$ cat config.mk
export PLATFORM = sky130hd
export DESIGN_NAME = stream_distributor_flat
export DESIGN_NICKNAME = d
export VERILOG_FILES = /design/src/rtl/stream_distributor_if.sv /design/src/rtl/stream_distributor.sv /design/src/flat_wrapper.sv
export SDC_FILE = /design/constraint.sdc
export NUM_CORES = 1
export LEC_CHECK = 0
export BUFFER_PORTS_ARGS = -buffer_cell sky130_fd_sc_hd__buf_2
export CAP_MARGIN = 10
export CORE_MARGIN = 5
export CORE_UTILIZATION = 55
export DETAILED_ROUTE_END_ITERATION = 10
export PLACE_DENSITY = 0.79
export SYNTH_ARGS = -nofsm -noshare
export SYNTH_HDL_FRONTEND = slang
export SYNTH_SLANG_ARGS = --single-unit
$ cat constraint.sdc
create_clock -name clk -period 3.25 [get_ports clk]
set_input_delay 0.1625 -clock clk [delete_from_list [all_inputs] [get_ports clk]]
set_output_delay 0.1625 -clock clk [all_outputs]
set_load 0.005 [all_outputs]
$ cat src/rtl/stream_distributor_if.sv
// stream_distributor_if: one serial input stream and KERNEL_SIZE parallel output lanes.
interface stream_distributor_if #(
  parameter int KERNEL_SIZE = 3,
  parameter int DATA_WIDTH  = 18
);
  logic                             s_axis_tvalid;
  logic [DATA_WIDTH-1:0]            s_axis_tdata;
  logic                             s_axis_tlast;
  logic                             s_axis_tready;
  logic [KERNEL_SIZE-1:0]           m_axis_tvalid;
  logic [DATA_WIDTH*KERNEL_SIZE-1:0] m_axis_tdata;
  logic [KERNEL_SIZE-1:0]           m_axis_tlast;
  logic [KERNEL_SIZE-1:0]           m_axis_tready;
  modport master (
    output s_axis_tvalid, s_axis_tdata, s_axis_tlast, m_axis_tready,
    input  s_axis_tready, m_axis_tvalid, m_axis_tdata, m_axis_tlast
  );
  modport slave (
    input  s_axis_tvalid, s_axis_tdata, s_axis_tlast, m_axis_tready,
    output s_axis_tready, m_axis_tvalid, m_axis_tdata, m_axis_tlast
  );
endinterface

$ cat src/rtl/stream_distributor.sv
// stream_distributor: deals input words round-robin onto per-lane FIFOs; tlast restarts at lane 0.
module stream_distributor #(
  parameter int KERNEL_SIZE = 3,
  parameter int DATA_WIDTH  = 18,
  parameter int LANE_DEPTH  = 2
) (
  input  logic                           clk,
  input  logic                           rst,
  stream_distributor_if.slave            bus,
  output logic [$clog2(KERNEL_SIZE)-1:0] lane_sel,
  output logic                           busy
);
  localparam int LW = $clog2(KERNEL_SIZE);
  localparam int AW = $clog2(LANE_DEPTH);
  localparam int CW = AW + 1;
  logic [KERNEL_SIZE-1:0]            full, valid_v, last_v;
  logic [DATA_WIDTH*KERNEL_SIZE-1:0] data_v;
  logic                              accept;
  // Ready depends only on registered occupancy, never on downstream ready.
  assign bus.s_axis_tready = ~full[lane_sel];
  assign accept            = bus.s_axis_tvalid & bus.s_axis_tready;
  assign bus.m_axis_tvalid = valid_v;
  assign bus.m_axis_tlast  = last_v;
  assign bus.m_axis_tdata  = data_v;
  assign busy              = |valid_v;
  always_ff @(posedge clk or posedge rst)
    if (rst) lane_sel <= '0;
    else if (accept) lane_sel <= (bus.s_axis_tlast || lane_sel == LW'(KERNEL_SIZE-1)) ? '0 : lane_sel + 1'b1;
  for (genvar i = 0; i < KERNEL_SIZE; i++) begin : g_lane
    logic [DATA_WIDTH:0] mem [LANE_DEPTH];
    logic [AW-1:0]       wp, rp;
    logic [CW-1:0]       cnt;
    logic                push, pop;
    assign push = accept && lane_sel == LW'(i);
    assign pop  = valid_v[i] && bus.m_axis_tready[i];
    always_ff @(posedge clk)
      if (push) mem[wp] <= {bus.s_axis_tlast, bus.s_axis_tdata};
    always_ff @(posedge clk or posedge rst)
      if (rst) begin
        wp  <= '0;
        rp  <= '0;
        cnt <= '0;
      end else begin
        if (push) wp <= wp + 1'b1;
        if (pop) rp <= rp + 1'b1;
        cnt <= cnt + CW'(push) - CW'(pop);
      end
    assign full[i]    = cnt == CW'(LANE_DEPTH);
    assign valid_v[i] = cnt != '0;
    // Gating with valid keeps the outputs at zero while a lane is empty, including after reset.
    assign last_v[i]  = valid_v[i] && mem[rp][DATA_WIDTH];
    assign data_v[i*DATA_WIDTH +: DATA_WIDTH] = valid_v[i] ? mem[rp][DATA_WIDTH-1:0] : '0;
  end
endmodule

$ cat src/flat_wrapper.sv
// flat-port wrapper written by rule: the top's interface ports become plain ports
module stream_distributor_flat 
#(
  parameter int KERNEL_SIZE = 3,
  parameter int DATA_WIDTH  = 18,
  parameter int LANE_DEPTH  = 2
)
  (clk, rst, lane_sel, busy, bus_s_axis_tvalid, bus_s_axis_tdata, bus_s_axis_tlast, bus_m_axis_tready, bus_s_axis_tready, bus_m_axis_tvalid, bus_m_axis_tdata, bus_m_axis_tlast);
  stream_distributor_if #(.KERNEL_SIZE(KERNEL_SIZE), .DATA_WIDTH(DATA_WIDTH)) bus_i ();
  input  logic clk;
  input  logic rst;
  output logic [$clog2(KERNEL_SIZE)-1:0] lane_sel;
  output logic busy;
  input wire logic [$bits(bus_i.s_axis_tvalid)-1:0] bus_s_axis_tvalid;
  input wire logic [$bits(bus_i.s_axis_tdata)-1:0] bus_s_axis_tdata;
  input wire logic [$bits(bus_i.s_axis_tlast)-1:0] bus_s_axis_tlast;
  input wire logic [$bits(bus_i.m_axis_tready)-1:0] bus_m_axis_tready;
  output wire logic [$bits(bus_i.s_axis_tready)-1:0] bus_s_axis_tready;
  output wire logic [$bits(bus_i.m_axis_tvalid)-1:0] bus_m_axis_tvalid;
  output wire logic [$bits(bus_i.m_axis_tdata)-1:0] bus_m_axis_tdata;
  output wire logic [$bits(bus_i.m_axis_tlast)-1:0] bus_m_axis_tlast;
  assign bus_i.s_axis_tvalid = bus_s_axis_tvalid;
  assign bus_i.s_axis_tdata = bus_s_axis_tdata;
  assign bus_i.s_axis_tlast = bus_s_axis_tlast;
  assign bus_i.m_axis_tready = bus_m_axis_tready;
  assign bus_s_axis_tready = bus_i.s_axis_tready;
  assign bus_m_axis_tvalid = bus_i.m_axis_tvalid;
  assign bus_m_axis_tdata = bus_i.m_axis_tdata;
  assign bus_m_axis_tlast = bus_i.m_axis_tlast;
  stream_distributor #(.KERNEL_SIZE(KERNEL_SIZE), .DATA_WIDTH(DATA_WIDTH), .LANE_DEPTH(LANE_DEPTH)) u_core (.clk(clk), .rst(rst), .bus(bus_i), .lane_sel(lane_sel), .busy(busy));
endmodule
### Yosys cells after proc, flatten, opt, wreduce, memory -nomap -nowiden

Memories as Yosys holds them, arrays and structs flattened.
Index checks and enable logic that the tools add are counted.

* register bits: 14
* memory bits (writable): 114
* input bits: 25
* word-level logic and storage cells: 61
* memories: 3

* add/subtract/negate cells: 13
* order comparisons: 1
* eq/ne operators: 5
* muxes and demuxes: 12
* bitwise operators: 2
* reductions and logical operators: 15

Memory list
* u_core.g_lane[0].mem: words 2, bits a word 19, read ports 1, clocked after memory_dff 0, wr ports 1, RTL line stream_distributor.sv:30 `logic [DATA_WIDTH:0] mem [LANE_DEPTH];`
* u_core.g_lane[1].mem: words 2, bits a word 19, read ports 1, clocked after memory_dff 0, wr ports 1, RTL line stream_distributor.sv:30
* u_core.g_lane[2].mem: words 2, bits a word 19, read ports 1, clocked after memory_dff 0, wr ports 1, RTL line stream_distributor.sv:30

Operators by type and width (count)
* 2-to-1 mux 18 bit: 3
* logical AND 1 bit: 9
* equality test 2 bit (second input constant): 4
* 2-to-1 mux 1 bit: 7
* adder 1 bit (second input constant): 6
* adder 2 x 1 -> 2 bit: 3
* nonzero test 2 bit: 3
* subtractor 2 x 1 -> 2 bit: 3
* < comparator 2 x 3 -> 1 bit (second input constant): 1
* OR reduction 3 bit: 1
* adder 2 x 1 -> 2 bit (second input constant): 1
* binary-select mux 1 bit (select 2 bit): 1
* equality test 2 x 1 -> 1 bit (second input constant): 1
* logical NOT 2 bit: 1
* 2-to-1 mux 2 bit: 1
* AND 1 bit: 1
* logical OR 1 bit: 1
* inverter 1 bit: 1

### Logic depth before layout (Yosys ltp)

Gate-level depths: netlist of the first run.

* depth in word-level cells: 8
* depth in mapped cells: 7
* mapped depth without buffers: 7

### Least setup slack after synthesis of the first run

No wires, ideal clock.

* kind: flip-flop to flip-flop
* start point: register u_core.lane_sel[0]
* end point: memory u_core.g_lane[2].mem[0][0] in the netlist's numbering, enable pin
* library setup time: 395 ps
* arrival: 2055 ps
* required time: 2855 ps
* path slack: 800 ps
* stages on the path, launching flop included: 5
* period minus slack after synthesis: 2450 ps
* path through: dfrtp_1 > nor4bb_2 > nor4_4 > nand2_1 > nor2_1

* word-level cells in the longest chain between the ends: 7
* elaborated cells on any way between the ends: 8
* classes of those cells: eq/ne: 1; mux: 4; bitwise: 2; reduce/logical: 1

RTL lines
* from (decl): RTL line stream_distributor.sv:10 `output logic [$clog2(KERNEL_SIZE)-1:0] lane_sel,`
* from (signal assigned): RTL line stream_distributor.sv:28 `else if (accept) lane_sel <= (bus.s_axis_tlast || lane_sel == LW'(KERNEL_SIZE-1)) ? '0 : lane_sel + 1'b1;`
* binary-select mux 1 bit (select 2 bit): RTL line stream_distributor.sv:20 `assign bus.s_axis_tready = ~full[lane_sel];`
* 2-to-1 mux 1 bit (implied by the code): RTL line stream_distributor.sv:20
* inverter 1 bit: RTL line stream_distributor.sv:20
* AND 1 bit: RTL line stream_distributor.sv:21 `assign accept = bus.s_axis_tvalid & bus.s_axis_tready;`
* logical AND 1 bit *: RTL line stream_distributor.sv:34 `assign push = accept && lane_sel == LW'(i);`
* 2-to-1 mux 1 bit *: RTL line stream_distributor.sv:37 `if (push) mem[wp] <= {bus.s_axis_tlast, bus.s_axis_tdata};`
* 2-to-1 mux 1 bit (implied by the code) *: RTL line stream_distributor.sv:37
* to (decl): RTL line stream_distributor.sv:30

Every way passes the cells marked *; elsewhere a longest branch is shown, timed or not. The select of a mux whose other input is x is not followed.

### Worst setup path in the final report of the first run

* start point: register u_core.g_lane[1].rp
* end point: output bus_m_axis_tdata[25]

* word-level cells in the longest chain between the ends: 2

RTL lines
* from (decl): RTL line stream_distributor.sv:31 `logic [AW-1:0] wp, rp;`
* from (signal assigned): RTL line stream_distributor.sv:45 `if (pop) rp <= rp + 1'b1;`
* memory read (2 x 19 bit)
* 2-to-1 mux 18 bit: RTL line stream_distributor.sv:52 `assign data_v[i*DATA_WIDTH +: DATA_WIDTH] = valid_v[i] ? mem[rp][DATA_WIDTH-1:0] : '0;`
* to (decl): RTL line flat_wrapper.sv:20 `output wire logic [$bits(bus_i.m_axis_tdata)-1:0] bus_m_axis_tdata;`

Every way passes these cells.

==> results.json, run 1 <==
{
  "drt-initial-drc-count": 134,
  "n_antenna_cell": 0,
  "power.leakage_nw": 2.69,
  "async_flop_share_pct": 10.9,
  "io_pins": 89,
  "synth_edf_count": 114,
  "ys.flop_type": "edfxtp_1",
  "via_count": 2925,
  "status": "finished, final reports clean",
  "min_path_type": "primary input to register",
  "yosysTopAreaCell": "edfxtp_1",
  "min_period_ps": 2360,
  "fp.coreArea_sq_um": 9110,
  "reg2reg_setup_slack_ps": 1100,
  "grt_max_degree": 23,
  "die_x_microns": 106,
  "core.rowCount": 35,
  "synth_top_area_share_pct": 67.5,
  "worstSetupPathType": "register to output pin",
  "syn_inst": 319,
  "switchingPower_mw": 1.94,
  "overflow": 0,
  "crit_required_ps": 3090,
  "p_int_mw": 4.30,
  "port_buffers": 88,
  "period_share_pct": 72.5,
  "worst_pin_slew_ps": 1170,
  "hold_viol": 0,
  "cts_buffers": 17,
  "avgRoutedWirePerCell_microns": 18.2,
  "routed_via_density": 5.19,
  "grt_pass1_vias": 3085,
  "powerDensity_nw_per_um2": 961,
  "combPwrFrac_pct": 28.9,
  "dp_cells": 513,
  "max-clock-path-buffers": 2,
  "dieArea_sq_um": 11200,
  "grt_pass1_wl_mm": 16.1,
  "start_util_pct": 55.7,
  "synth.avg_cell_area_sq_um": 15.9,
  "cp-end-kind": "output pin",
  "power_mw": 6.24,
  "final_util_pct": 71.3,
  "maxSlewHeadroom_pct": 21.9,
  "yosysWarnings": 0,
  "gp_congestion": 0.747,
  "route.detailed.drc": 0,
  "h-tree-depth": 4,
  "area_growth_pct": 28.1,
  "clk_pin_slew_ps": 60,
  "rsz0062_at_grt": "no",
  "synth-seq-area-share_pct": 74.4,
  "syn_nets": 352,
  "place_area_sq_um": 5670,
  "syn_area_sq_um": 5070,
  "fin_setup_tns_ps": 0,
  "clock-sinks": 128,
  "layout-drive-gt1-share_pct": 30.7,
  "critPathMaxFanout": 20,
  "power_frac_seq_pct": 39.1,
  "wirelength_mm": 10.3,
  "final_design_area_no_fill_sq_um": 6500,
  "clockRootBuffer": "clkbuf_8",
  "peakVddDrop_mv": 0.478,
  "setup_viol_count_final": 0,
  "synth-seq-cells": 128,
  "skew_ps": 6.77,
  "die_h_microns": 106,
  "first_pass_iters": 4,
  "start_kind": "register",
  "synth.distinct_cells": 22,
  "antenna_found_initial": 0,
  "ctsResizeCount": 0,
  "slew_violations": 0,
  "clkLatencyLatePin_ps": 510,
  "cts_tree": "done",
  "ys_top_cells_by_area": "edfxtp_1 67%, mux2i_1 11%, dfrtp_1 6.9%",
  "fmax_mhz": 424,
  "netSwitchingFraction_pct": 31.1,
  "final_nets": 474,
  "postRouteAntennaNets": 0,
  "synthTopCellsByCount": "114 x edfxtp_1, 64 x nor2_1, 57 x mux2i_1",
  "cp_data_arrival_time_ps": 2190,
  "clkPwrFrac_pct": 31.9,
  "post-synth-top-count-cell": "edfxtp_1",
  "dpl.hpwl_mm": 6.28,
  "max_cap_viol_count": 0,
  "grt_use_total_pct": 19.2,
  "stdcell_count": 564
}
-- power by group through the flow --
stage	Sequential [mW]	Clock, mW	Combinational, mW
6_report	2.44	1.99	1.81
4_1_cts	2.44	2.02	1.84
3_3_place_gp	2.45	0	1.75
3_5_place_dp	2.47	0	1.79
5_1_grt	2.48	2.09	2.02
2_1_floorplan	2.28	0	1.17
-- critical path, stage by stage, from the launching register on --
cell and delay, ps:
dfrtp_1 1120, mux2i_1 190, nor2_1 210, buf_2 150
-- routing by layer --
layer | share of wire [%] | vias up | routed length [microns] | GRT usage (%)
li1 | - | 1401 | - | -
met1 | 44 | 1411 | 4500 | 24.8
met2 | 48 | 101 | 4910 | 30.3
met3 | 6.7 | 12 | 688 | 5.89
met4 | 1.5 | 0 | 158 | 8.60
met5 | 0 | - | 0 | 0
-- path summary, 6_finish.rpt --
path | from | to | cells past startpoint
max | u_core.g_lane[1].rp | bus_m_axis_tdata[25] | 3
min | bus_m_axis_tready[2] | u_core.g_lane[2].rp | 3
max reg2reg | u_core.lane_sel[0] | u_core.g_lane[2].mem[1][7] | 3
min reg2reg | u_core.g_lane[1].wp | u_core.g_lane[1].wp | 1
max in group asynchronous | rst | u_core.g_lane[0].wp | 3
min in group asynchronous | rst | u_core.g_lane[2].rp | 3
-- kinds of logic after synthesis --
family	share of synthesized area [%]
buffers and inverters	2.07
XOR/XNOR	2.24
flip-flops	74.4
AO/OA/AOI/OAI	0.296
adder cells (fa/ha/maj)	1.97
AND/OR/NAND/NOR	7.77
multiplexers	11.2
-- final cells by class --
type / instances / area, sq um
clock buffer: 17 / 414
clock inverter: 14 / 216
fill: 590 / 2610
inverter: 14 / 52.6
multi-input combinational: 165 / 1210
sequential: 128 / 3770
tap: 111 / 139
timing repair buffer: 115 / 693
-- metrics by stage --
stage	setup slack, ps	hold slack, ps
after global placement	1140	228
after global routing	806	57.1
after CTS	890	19.9
after detailed placement	1100	230
final	893	41.0
after floorplan	800	51.7
-- placed cells by master (no fill, tap or decap) --
| cell type | synthesis | routed |
|---|---|---|
| nand3_1 | 2 | 2 |
| dlygate4sd3_1 | 0 | 20 |
| clkbuf_8 | 0 | 1 |
| mux2i_1 | 57 | 57 |
| and3_2 | 3 | 3 |
| nor2b_1 | 3 | 3 |
| nor2_1 | 64 | 58 |
| clkinv_2 | 0 | 2 |
| nand2_1 | 5 | 5 |
| and3_1 | 1 | 1 |
| xnor2_1 | 8 | 8 |
| inv_1 | 14 | 14 |
| nor3_1 | 1 | 1 |
| buf_4 | 0 | 7 |
| clkinvlp_4 | 0 | 4 |
| nor4_4 | 1 | 1 |
| and4bb_2 | 1 | 1 |
| dfrtp_1 | 14 | 14 |
| clkinv_4 | 0 | 3 |
| o21ai_0 | 3 | 3 |
| ha_1 | 8 | 8 |
| buf_2 | 6 | 88 |
| nor4b_2 | 1 | 1 |
| bufinv_16 | 0 | 5 |
| clkbuf_16 | 0 | 16 |
| nor4bb_2 | 1 | 1 |
| edfxtp_1 | 114 | 114 |
| xor2_1 | 5 | 5 |
| nor2_2 | 0 | 6 |
| nand3b_1 | 1 | 1 |
-- repair_timing --
action,in CTS,in global routing
setup buffers,0,0
endpoints found under the hold margin,128,0
hold buffers,20,0
-- registers in the layout (all words and copies together) (netlist names) --
signal	count
u_core.lane_sel	2
u_core.g_lane.wp	3
u_core.g_lane.rp	3
u_core.g_lane.mem	114
u_core.g_lane.cnt	6
No activity file was read; power rests on OpenSTA's default activity.
==> inputs of run 2 (changes only) <==
ABC_AREA = 1   (was default)
clock period = 2.23 ns   (was 3.25 ns; I/O delays follow)
==> run 2 against run 1 <==
Net effect: critical path depth grew 1; sequential share of layout area grew 0.078 points; clock power is 30% higher; non-clock buffer count grew 8; hold slack worse by 4.5 ps; area after synthesis is 0.12% lower; wire length rose by 22%; clock skew grew 2.7 ps; largest cell class unchanged; largest power group unchanged.
==> results.json, run 2 <==
{
  "synth_compound_area_share_pct": 5.83,
  "final_nets": 567,
  "overflow": 0,
  "start_kind": "register",
  "grt_use_total_pct": 23.8,
  "max_cap_viol_count": 0,
  "crit_required_ps": 2120,
  "ctsResizeCount": 0,
  "ys.flop_type": "edfxtp_1",
  "synthMuxAreaShare_pct": 0,
  "ys_top_cells_by_area": "edfxtp_1 68%, nand2_1 9.8%, dfrtp_1 6.9%",
  "hold_viol": 0,
  "peakVddDrop_mv": 0.877,
  "largest_register_ffs": 114,
  "routed_via_density": 5.39,
  "grt_pass1_vias": 3717,
  "postRouteAntennaNets": 0,
  "max-clock-path-buffers": 2,
  "yosysWarnings": 0,
  "grt_max_degree": 22,
  "slew_violations": 0,
  "post-synth-top-count-cell": "nand2_1",
  "powerDensity_nw_per_um2": 1410,
  "final_cell_mix": "132 x nand2_1, 114 x edfxtp_1, 88 x buf_2, 57 x a21oi_1, 26 x inv_1",
  "via_count": 3549,
  "fin_setup_tns_ps": 0,
  "start_util_pct": 55.6,
  "timing.final.ws_setup_ps": 226,
  "dieArea_sq_um": 11200,
  "fmax_mhz": 499,
  "h-tree-depth": 4,
  "syn_inst": 407,
  "die_x_microns": 106,
  "skew_ps": 9.51,
  "cp-end-kind": "output pin",
  "grt_pass1_wl_mm": 19.7,
  "clock-sinks": 128,
  "rsz0062_at_grt": "no",
  "synthSimpleGateAreaFrac_pct": 12.7,
  "place_area_sq_um": 5700,
  "synth-seq-area-share_pct": 74.5,
  "synth_edf_count": 114,
  "maxSlewHeadroom_pct": 57.7,
  "final_util_pct": 71.2,
  "worst_pin_slew_ps": 630,
  "clockRootBuffer": "clkbuf_8",
  "io_pins": 89,
  "cts_tree": "done",
  "synth_top_family_by_area": "simple AND/OR/NAND/NOR gates",
  "cpPeakStageDelay_ps": 500,
  "dp_cells": 603,
  "reg.largest.list": "u_core.g_lane.mem (114), u_core.g_lane.cnt (6)",
  "clk_pin_slew_ps": 60,
  "n_antenna_cell": 0,
  "min_period_ps": 2000,
  "layout_commonest_cell": "nand2_1",
  "setup_viol_count_final": 0,
  "place_worst_setup_slack_ps": 378,
  "antenna_found_initial": 0,
  "dpl.hpwl_mm": 7.78,
  "synth-seq-cells": 128,
  "syn_nets": 440,
  "area_growth_pct": 28.1,
  "fp.coreArea_sq_um": 9110,
  "slowest_stage": "clkinv_1",
  "drt-initial-drc-count": 354,
  "clkLatencyLatePin_ps": 520,
  "synth.avg_cell_area_sq_um": 12.4,
  "cp_cell_sequence": "clkinv_1 -> nand2_1 -> a21oi_1 -> buf_2",
  "yosysTopAreaCell": "edfxtp_1",
  "layout-drive-gt1-share_pct": 26.1,
  "first_pass_iters": 5,
  "synth_top_area_share_pct": 67.6,
  "cts_buffers": 17,
  "min_path_type": "primary input to register",
  "wirelength_mm": 12.5,
  "syn_area_sq_um": 5070,
  "synthTopCellsByCount": "132 x nand2_1, 114 x edfxtp_1, 57 x a21oi_1",
  "critPathMaxFanout": 19,
  "synth.distinct_cells": 19,
  "final_design_area_no_fill_sq_um": 6490,
  "stdcell_count": 658,
  "route.detailed.drc": 0,
  "power.leakage_nw": 2.66,
  "port_buffers": 88,
  "gp_congestion": 0.855,
  "cp_data_arrival_time_ps": 1890,
  "avgRoutedWirePerCell_microns": 19.1,
  "status": "finished, final reports clean",
  "worstSetupPathType": "register to output pin",
  "regMostFlops": "u_core.g_lane.mem",
  "die_h_microns": 106,
  "reg2reg_setup_slack_ps": 340,
  "core.rowCount": 35,
  "async_flop_share_pct": 10.9,
  "synth_fa_ha_area_share_pct": 1.98,
  "period_share_pct": 89.9,
  "fillCellCount": 576,
  "synthXorXnorAreaFrac_pct": 1.38
}
## run 2: cell types whose count changed after synthesis, sizes merged, moves of 2 or more
cell,delta
nor2b,-3
nand4,+2
nand3,+6
and3,-4
nand2,+128
clkinv,+3
inv,+15
a21oi,+57
xnor2,-4
mux2i,-57
nor2,-50
clkbuf,+2
## run 2: logic make-up (layout without fill, tap and decap cells)
group	after synthesis	count (layout)
AND/OR/NAND/NOR	157	157
flip-flops	128	128
adder cells (fa/ha/maj)	8	8
buffers and inverters	47	187
XOR/XNOR	8	8
AO/OA/AOI/OAI	59	59
## run 2: through the flow
stage	power, mW	hold slack (ps)
2_1_floorplan	5.04	0.719
3_3_place_gp	6.35	177
3_5_place_dp	6.48	184
4_1_cts	9.13	7.12
5_1_grt	9.64	52.7
6_report	9.12	36.5
## run 2: per-layer routing
layer / track usage, % / part of all wire [%]
met4: 9.07 / 2.5
met2: 40.8 / 52
met1: 29.1 / 38
met3: 6.07 / 8.2
met5: 0 / 0
## run 2: final timing paths
path / depth (start not counted) / from / to
setup / recovery: 4 / u_core.g_lane[0].rp / bus_m_axis_tdata[17]
hold / removal: 4 / bus_m_axis_tready[1] / u_core.g_lane[1].rp
setup reg to reg: 7 / u_core.lane_sel[0] / u_core.g_lane[0].mem[0][8]
hold reg to reg: 2 / u_core.g_lane[2].wp / u_core.g_lane[2].wp
max in group asynchronous: 3 / rst / u_core.g_lane[1].rp
min in group asynchronous: 3 / rst / u_core.g_lane[1].wp
## run 2: area by class of cell
cell class / instances / area, sq um / area share [%]
Multi-Input combinational cell: 232 / 1120 / 17.3
Clock buffer: 17 / 414 / 6.38
Clock inverter: 15 / 146 / 2.26
Sequential cell: 128 / 3770 / 58.2
Tap cell: 111 / 139 / 2.14
Inverter: 32 / 120 / 1.85
Timing Repair Buffer: 123 / 773 / 11.9
## run 2: worst max-delay path: cells and delay by family, from the launching register on
| kind | cells | cell delay [ps] |
|---|---|---|
| buf+inv | 2 | 650 |
| compound gates | 1 | 130 |
| simple gates | 1 | 240 |
| flops | 1 | 370 |
## run 2: power breakdown
| part | switching [mW] | internal (mW) |
|---|---|---|
| Sequential | 0.193 | 3.13 |
| Combinational | 2.06 | 1.15 |
| Clock | 1.01 | 1.57 |
## run 2: what timing repair did
action / CTS / global route
endpoints found under the hold margin: 131 / 0
buffers inserted: 0 / 0
hold buffers: 23 / 0
==> inputs of run 3 (changes only) <==
--- a/config.mk
+++ b/config.mk
@@ -7,3 +7,2 @@
 export LEC_CHECK = 0
-export ABC_AREA = 1
 export BUFFER_PORTS_ARGS = -buffer_cell sky130_fd_sc_hd__buf_2
--- a/constraint.sdc
+++ b/constraint.sdc
@@ -3,2 +3,2 @@
 set_output_delay 0.1115 -clock clk [all_outputs]
-set_load 0.005 [all_outputs]
+set_load 0.05 [all_outputs]
==> run 3 against run 2 <==
Net effect: sequential share of layout area is 1.5 points lower; die area increased by 0.11%; sequential cell count unchanged; via count fell by 15%; critical path type unchanged.
==> results.json, run 3 (synthesized netlist as in run 1, its figures left out) <==
{
  "route.detailed.drc": 0,
  "min_period_ps": 2070,
  "min_path_type": "primary input to register",
  "die_x_microns": 106,
  "area_growth_pct": 31.4,
  "slowest_stage": "dfrtp_2",
  "critPathMaxFanout": 20,
  "reg2reg_setup_slack_ps": 180,
  "clk_pin_slew_ps": 60,
  "final_util_pct": 73.2,
  "worstSetupPathType": "register to output pin",
  "grt_pass1_wl_mm": 17.3,
  "clockRootBuffer": "clkbuf_8",
  "setup_viol_count_final": 0,
  "fillCellCount": 544,
  "gp_congestion": 0.747,
  "layout_commonest_cell": "edfxtp_1",
  "grt_max_degree": 22,
  "io_pins": 89,
  "place_area_sq_um": 5790,
  "core.rowCount": 35,
  "wirelength_mm": 11.0,
  "skew_ps": 10.7,
  "max-clock-path-buffers": 2,
  "max_cap_viol_count": 0,
  "regMostFlops": "u_core.g_lane.mem",
  "layout-drive-gt1-share_pct": 31.6,
  "rsz0062_at_grt": "no",
  "cts_tree": "done",
  "via_count": 3033,
  "avgRoutedWirePerCell_microns": 19.3,
  "dpl.hpwl_mm": 6.48,
  "final_cell_mix": "114 x edfxtp_1, 88 x buf_2, 58 x nor2_1, 57 x mux2i_1, 21 x dlygate4sd3_1",
  "drt-initial-drc-count": 223,
  "cp-end-kind": "output pin",
  "grt_pass1_vias": 3184,
  "final_design_area_no_fill_sq_um": 6670,
  "routed_via_density": 5.32,
  "cp_data_arrival_time_ps": 1950,
  "period_share_pct": 92.6,
  "cp_cell_sequence": "mux2i_1 -> nor2_1 -> buf_2",
  "fmax_mhz": 484,
  "status": "finished, final reports clean",
  "postRouteAntennaNets": 0,
  "holdWs_ps": 27.6,
  "postCtsSetupBuffers": 0,
  "cts_buffers": 17,
  "grt_use_total_pct": 20.9,
  "n_antenna_cell": 0,
  "multiInputGateArea_sq_um": 1220,
  "clock-sinks": 128,
  "reg.largest.list": "u_core.g_lane.mem (114), u_core.g_lane.cnt (6)",
  "dieArea_sq_um": 11200,
  "final_nets": 479,
  "maxSlewHeadroom_pct": 54.4,
  "start_kind": "register",
  "start_util_pct": 55.7,
  "largest_register_ffs": 114,
  "fp.coreArea_sq_um": 9110,
  "port_buffers": 88,
  "slew_violations": 0,
  "worst_pin_slew_ps": 685,
  "overflow": 0,
  "fin_setup_tns_ps": 0,
  "antenna_found_initial": 0,
  "seq_area_sq_um": 3780,
  "h-tree-depth": 4,
  "first_pass_iters": 4,
  "hold_viol": 0,
  "die_h_microns": 106,
  "clkLatencyLatePin_ps": 510,
  "crit_required_ps": 2120,
  "cpPeakStageDelay_ps": 760
}
[run 3: changes by cell type in the layout (fill, tap and decap cells not counted), moves of 6 or more]
cell        delta
nand2_1      -127
a21oi_1       -57
mux2i_1       +57
nor2_1        +53
inv_1         -12
buf_4          -6
clkinvlp_4     -6
[run 3: cell type report]
cell class	count	area share [%]
clock inverters	15	3.79
flip-flops and latches	128	56.6
clock buffers	17	6.21
repair buffers	120	12.1
inverters	14	0.788
multi-input cells	165	18.4
well taps	111	2.08
[run 3: worst paths after layout]
check	start	endpoint	cells past startpoint
setup / recovery	u_core.g_lane[2].rp	bus_m_axis_tdata[44]	3
hold / removal	bus_s_axis_tvalid	u_core.lane_sel[1]	4
setup reg to reg	u_core.lane_sel[0]	u_core.g_lane[1].cnt[1]	7
hold reg to reg	u_core.g_lane[0].cnt[1]	u_core.g_lane[0].cnt[1]	1
max in group asynchronous	rst	u_core.g_lane[1].rp	3
min in group asynchronous	rst	u_core.lane_sel[1]	3
[run 3: per-layer routing]
layer,up-vias,track usage (%),part of all wire [%]
met5,-,0,0
met4,0,7.86,1.4
met3,13,5.40,7.4
met2,129,34.2,50
met1,1477,27.0,41
li1,1414,-,-
[run 3: worst max-delay path, delay by kind of cell, from the launching register on]
kind / cells / cell delay, ps
flip-flops: 1 / 760
buffers and inverters: 1 / 310
AND/OR/NAND/NOR: 1 / 210
multiplexers: 1 / 170
[run 3: timing repair]
item / CTS / global route
endpoints found under the hold margin: 130 / 0
setup endpoints to repair: 38 / 0
hold buffers: 21 / 0
resized for setup: 2 / 0
[run 3: stage by stage]
step                setup WS (ps)  instances
finish                        165        570
CTS                           154        570
floorplan                    9.20        319
global placement              279        517
detailed placement            207        517
global route                 50.9        570
Power of run 3 is not shown: default switching activity piles up to over one toggle a cycle in this logic, so the estimate is an artifact.
